==> config.mk <==
export PLATFORM = sky130hd
export DESIGN_NAME = spi_flash_reader
export DESIGN_NICKNAME = d
export VERILOG_FILES = /design/src/rtl/spi_flash_reader.sv
export SDC_FILE = /design/constraint.sdc
export NUM_CORES = 1
export LEC_CHECK = 0
export CELL_PAD_IN_SITES_DETAIL_PLACEMENT = 1
export CELL_PAD_IN_SITES_GLOBAL_PLACEMENT = 1
export CORE_MARGIN = 1
export CORE_UTILIZATION = 35
export CTS_CLUSTER_SIZE = 12
export DETAILED_ROUTE_END_ITERATION = 12
export PLACE_DENSITY_LB_ADDON = 0.1
export SLEW_MARGIN = 25
export SYNTH_ARGS = -nofsm -noshare
export SYNTH_HDL_FRONTEND = slang
export SYNTH_SLANG_ARGS = --single-unit
==> constraint.sdc <==
create_clock -name clk_system_i -period 1.9 [get_ports clk_system_i]
set_input_delay 0.38 -clock clk_system_i [delete_from_list [all_inputs] [get_ports clk_system_i]]
set_output_delay 0.38 -clock clk_system_i [all_outputs]
set_load 0.02 [all_outputs]
==> src/rtl/spi_flash_reader.sv <==
// SPI flash sequential reader: issues READ (0x03) + 24-bit address, then streams
// len_i bytes out over a valid/ready byte interface. SPI mode 0.
//
// state  | meaning
// IDLE   | cs high, waiting for start_i
// CMD    | shifting out the 0x03 opcode
// ADDR   | shifting out the 24-bit address
// DATA   | clocking bytes in from poci_i
// STALL  | byte complete but output register full; sck held low
// FINISH | all bytes clocked; waiting for the last handshake
module spi_flash_reader #(
   parameter int CLK_DIV   = 2,
   parameter int LEN_WIDTH = 16
) (
   input  logic                 clk_system_i,
   input  logic                 reset_n_i,
   input  logic                 start_i,
   input  logic [23:0]          addr_i,
   input  logic [LEN_WIDTH-1:0] len_i,
   output logic                 busy_o,
   output logic                 done_o,
   output logic [7:0]           data_o,
   output logic                 valid_o,
   input  logic                 ready_i,
   output logic                 sck_o,
   output logic                 cs_o,
   output logic                 pico_o,
   input  logic                 poci_i
);

   localparam int DIV_W = (CLK_DIV > 1) ? $clog2(CLK_DIV) : 1;
   localparam logic [DIV_W-1:0] DIV_LOAD = DIV_W'(CLK_DIV - 1);

   typedef enum logic [2:0] {IDLE, CMD, ADDR, DATA, STALL, FINISH} state_t;

   state_t               state, state_nxt;
   logic [DIV_W-1:0]     div_cnt;
   logic [4:0]           bit_cnt;
   logic [31:0]          sr_out;
   logic [7:0]           sr_in;
   logic [LEN_WIDTH-1:0] cnt;
   logic                 pending;

   logic shifting, phase_end, group_end, load, hs, last;

   always_comb begin
      shifting  = (state == CMD) || (state == ADDR) || (state == DATA);
      phase_end = shifting && (div_cnt == '0);
      group_end = phase_end && sck_o && (bit_cnt == 5'd0);
      load      = pending && !valid_o;
      hs        = valid_o && ready_i;
      last      = (cnt == LEN_WIDTH'(1));
      state_nxt = state;
      case (state)
         IDLE:   if (start_i && (len_i != '0)) state_nxt = CMD;
         CMD:    if (group_end) state_nxt = ADDR;
         ADDR:   if (group_end) state_nxt = DATA;
         DATA: begin
            if (group_end) begin
               if (valid_o)   state_nxt = STALL;
               else if (last) state_nxt = FINISH;
            end
         end
         STALL:  if (!valid_o) state_nxt = last ? FINISH : DATA;
         FINISH: if (!pending && hs) state_nxt = IDLE;
         default: state_nxt = IDLE;
      endcase
   end

   always_ff @(posedge clk_system_i or negedge reset_n_i) begin
      if (!reset_n_i) state <= IDLE;
      else            state <= state_nxt;
   end

   always_ff @(posedge clk_system_i or negedge reset_n_i) begin
      if (!reset_n_i) begin
         busy_o  <= 1'b0;
         done_o  <= 1'b0;
         data_o  <= 8'h00;
         valid_o <= 1'b0;
         sck_o   <= 1'b0;
         cs_o    <= 1'b1;
         pico_o  <= 1'b0;
         div_cnt <= '0;
         bit_cnt <= 5'd0;
         sr_out  <= 32'h0;
         sr_in   <= 8'h00;
         cnt     <= '0;
         pending <= 1'b0;
      end else begin
         done_o <= 1'b0;
         if (hs) valid_o <= 1'b0;
         // load and hs are mutually exclusive: load only fires with valid_o low
         if (load) begin
            data_o  <= sr_in;
            valid_o <= 1'b1;
            cnt     <= cnt - LEN_WIDTH'(1);
            pending <= 1'b0;
         end
         case (state)
            IDLE: begin
               if (start_i) begin
                  if (len_i == '0) begin
                     done_o <= 1'b1;
                  end else begin
                     cs_o    <= 1'b0;
                     busy_o  <= 1'b1;
                     sck_o   <= 1'b0;
                     pico_o  <= 1'b0;   // MSB of the 0x03 opcode
                     sr_out  <= {8'h03, addr_i};
                     cnt     <= len_i;
                     div_cnt <= DIV_LOAD;
                     bit_cnt <= 5'd7;
                  end
               end
            end
            CMD, ADDR, DATA: begin
               if (phase_end) begin
                  div_cnt <= DIV_LOAD;
                  if (!sck_o) begin
                     sck_o <= 1'b1;
                     if (state == DATA) sr_in <= {sr_in[6:0], poci_i};
                  end else begin
                     sck_o  <= 1'b0;
                     sr_out <= {sr_out[30:0], 1'b0};
                     if ((state == DATA) || ((state == ADDR) && (bit_cnt == 5'd0)))
                        pico_o <= 1'b0;
                     else
                        pico_o <= sr_out[30];
                     if (bit_cnt != 5'd0) begin
                        bit_cnt <= bit_cnt - 5'd1;
                     end else begin
                        bit_cnt <= (state == CMD) ? 5'd23 : 5'd7;
                        if (state == DATA) pending <= 1'b1;
                     end
                  end
               end else begin
                  div_cnt <= div_cnt - DIV_W'(1);
               end
            end
            FINISH: begin
               if (!pending) begin
                  cs_o <= 1'b1;
                  if (hs) begin
                     busy_o <= 1'b0;
                     done_o <= 1'b1;
                  end
               end
            end
            default: ;
         endcase
      end
   end

endmodule

==> qor.yml <==
cts.path.max_buffers: 2
synthToLayoutAreaGrowth_pct: 37.3
finalNetCount: 535
synth_largest_type_area_fraction_pct: 51.5
grt_pass1_vias: 3346
synth_top_area_cell: "dfrtp_1"
p_clk_share_pct: 14.6
synth.area.top_cells: "dfrtp_1, nand2_1, mux2_2, a31oi_1, nor2_1"
crit_chain: "or4b_4, a41oi_4, buf_6, a21oi_4, buf_12, nor3_1, nor2_1"
ir_drop_mv: 0.760
cts_tree: "done"
syn_inst: 394
routedWlPerCell_um: 15.7
synth_cell_type_count: 50
grtUsageTotal_pct: 18.6
port-buffer-count: 58
comb_power_share_pct: 49.9
critPathLaunchType: "flip-flop"
cts.sinks: 79
hp-class: "input pin to flip-flop"
boundaryPins: 59
overflow: 0
dp_cells: 604
diodes: 0
finalHoldViolCount: 0
critPathSlowestCell: "or4b_4"
setup_viol: 1
final_cells: 627
yosys_most_used_dff: "dfrtp_1"
numCtsBuffers: 9
place.gp.congestion: 0.767
avgSynthCellArea_um2: 9.62
slew_violations: 0
p_int_mw: 4.81
timing.fmax_ghz: 0.514
cp_max_fo: 6
antenna_found_initial: 0
rows: 37
power.switching_mw: 3.41
max_stage_delay_ps: 560
required_ps: 2160
cellPowerDensity_mw_per_mm2: 1580
drive_above_1_share_pct: 22.2
yosysSeqAreaShare_pct: 52.2
hpwl_um: 6680
postRouteAntennaNets: 0
crit_path_end_kind: "flip-flop"
synthesis.area_mm2: 0.00379
ys_ff_latch: 79
die_h_um: 106
clk_pin_slew_ps: 90
die-area_mm2: 0.0113
worstMarginPinSlew_ps: 406
setup_ws_ps: -45.6
routed_wl_um: 9810
clk_latency_ps: 370
synthArstFlopShare_pct: 100
via_count: 3177
crit_type: "flip-flop to flip-flop"
drt-initial-drc-count: 104
fin_crit_ps: 1950
syn_nets: 443
htree_levels: 3
grt_pass1_wl_um: 16200
total_leakage_power_nw: 2.32
die_w_um: 106
clock_skew_ps: 5.81
crit_arrival_ps: 2210
rsz0062_at_grt: "yes"
violations: "setup timing"
fin_tns_setup_ps: -45.6
outcome: "finished, violations left"
post-route-drc-count: 0
slew_headroom_pct: 73.0
synth_edf_count: 0
power.total_mw: 8.22
synth_warnings: 0
via_per_inst: 5.07
first_pass_iters: 4
period_share_pct: 102
core_area_mm2: 0.0104
p_sw_share_pct: 41.5
grt_max_degree: 43
fillers: 1187
cts-root-buf: "clkbuf_8"
max_cap_violations: 0
start_util_pct: 36.4
seqPwrFrac_pct: 35.5
Yosys cell counts (all sizes together) (7+ instances only):
cell type  instances
nand3             10
a31oi             25
nor4              10
nor2              41
nor3               7
inv                7
mux2              18
a21oi             10
xnor2             11
nand2             81
o21ai             25
dfrtp             78
clkbuf            11
buf               14
registers in the layout, indices dropped and copies added (netlist names), 3 cells and up:
name and cells:
sr_in 8, sr_out 31, data_o 8, state 3, cnt 16, bit_cnt 5
path summary, 6_finish.rpt:
kind,start,endpoint,slack (ps),cells after the start
setup / recovery,state[2],sr_out[24],-50,7
hold / removal,len_i[8],cnt[8],280,3
setup reg to reg,state[2],sr_out[24],-50,7
hold reg to reg,sr_out[29],sr_out[29],480,2
max in group asynchronous,reset_n_i,cs_o,850,3
min in group asynchronous,reset_n_i,cnt[9],480,2
timing repair:
item | in CTS | in global routing
gates resized for setup | 12 | 31
setup endpoints to repair | 39 | 38
buffers inserted | 2 | 1
gates cloned | 1 | 2
pin swaps | 6 | 16
hold endpoints to repair | 24 | 0
hold buffers | 1 | 0
layer usage:
metal	GRT usage, %	routed length (um)	up-vias
met3	4.54	298	12
met1	23.6	4660	1576
met2	31.1	4740	49
met5	0	0	-
met4	5.95	116	0
li1	-	-	1540
logic make-up (layout without fill, tap and decap cells):
logic type                 after synthesis  in the layout  synth area share (%)
DFF                                     79             79                  52.2
AOI/OAI and AO/OA                       73             73                  12.1
muxes                                   19             19                  5.61
adders and majority gates                4              4                  1.32
and+or+nand+nor                        172            172                  21.0
buffers and inverters                   32            129                  4.32
xor gates and xnor gates                15             15                  3.47
per-stage QoR:
step	worst slack [ps]	hold WS [ps]	utilization [%]	cell area (um^2)
2_1_floorplan	65.8	84.4	-	3790
3_3_place_gp	-453	331	45.8	4770
3_5_place_dp	-527	332	45.8	4770
4_1_cts	-21.4	470	48.5	5050
5_1_grt	-65.0	276	50.0	5200
6_report	-45.6	278	50.0	5200
cell type report:
class / count / area [um^2] / area share (%)
Sequential cell: 79 / 1980 / 38.0
Inverter: 7 / 26.3 / 0.505
Timing Repair Buffer: 106 / 1080 / 20.8
Clock buffer: 9 / 124 / 2.38
Clock inverter: 7 / 62.6 / 1.20
Tap cell: 136 / 170 / 3.27
Multi-Input combinational cell: 283 / 1760 / 33.8
power by group through the flow:
stage	Sequential (mW)	Clock, mW	Combinational, mW
after CTS	2.90	1.27	3.85
after global placement	2.90	0	3.55
after global routing	3.02	1.33	4.56
final	2.92	1.20	4.10
after floorplan	2.88	0	2.46
after detailed placement	2.93	0	3.67
cell usage in the layout (no fill, tap or decap), types with 4 or more instances in the layout:
master / instances
o21ai_0: 20
buf_4: 38
nand3_1: 8
dlymetal6s2s_1: 11
xor2_1: 4
xnor2_1: 11
nor2_2: 4
nand2_1: 81
mux2_2: 17
clkdlybuf4s50_1: 42
nor4_1: 4
dlygate4sd2_1: 4
nor4_2: 5
a21oi_1: 9
buf_12: 4
inv_1: 7
nor2_1: 37
nor3_1: 6
dfrtp_1: 78
a31oi_1: 25
clkbuf_8: 9
ha_1: 4
critical path: cells and delay by family (launching register included):
kind            cells  cell delay, ps
buf+inv             2             320
flops               1             400
compound gates      2             290
simple gates        3             800
Note: power is estimated with default switching activity, not from simulation.
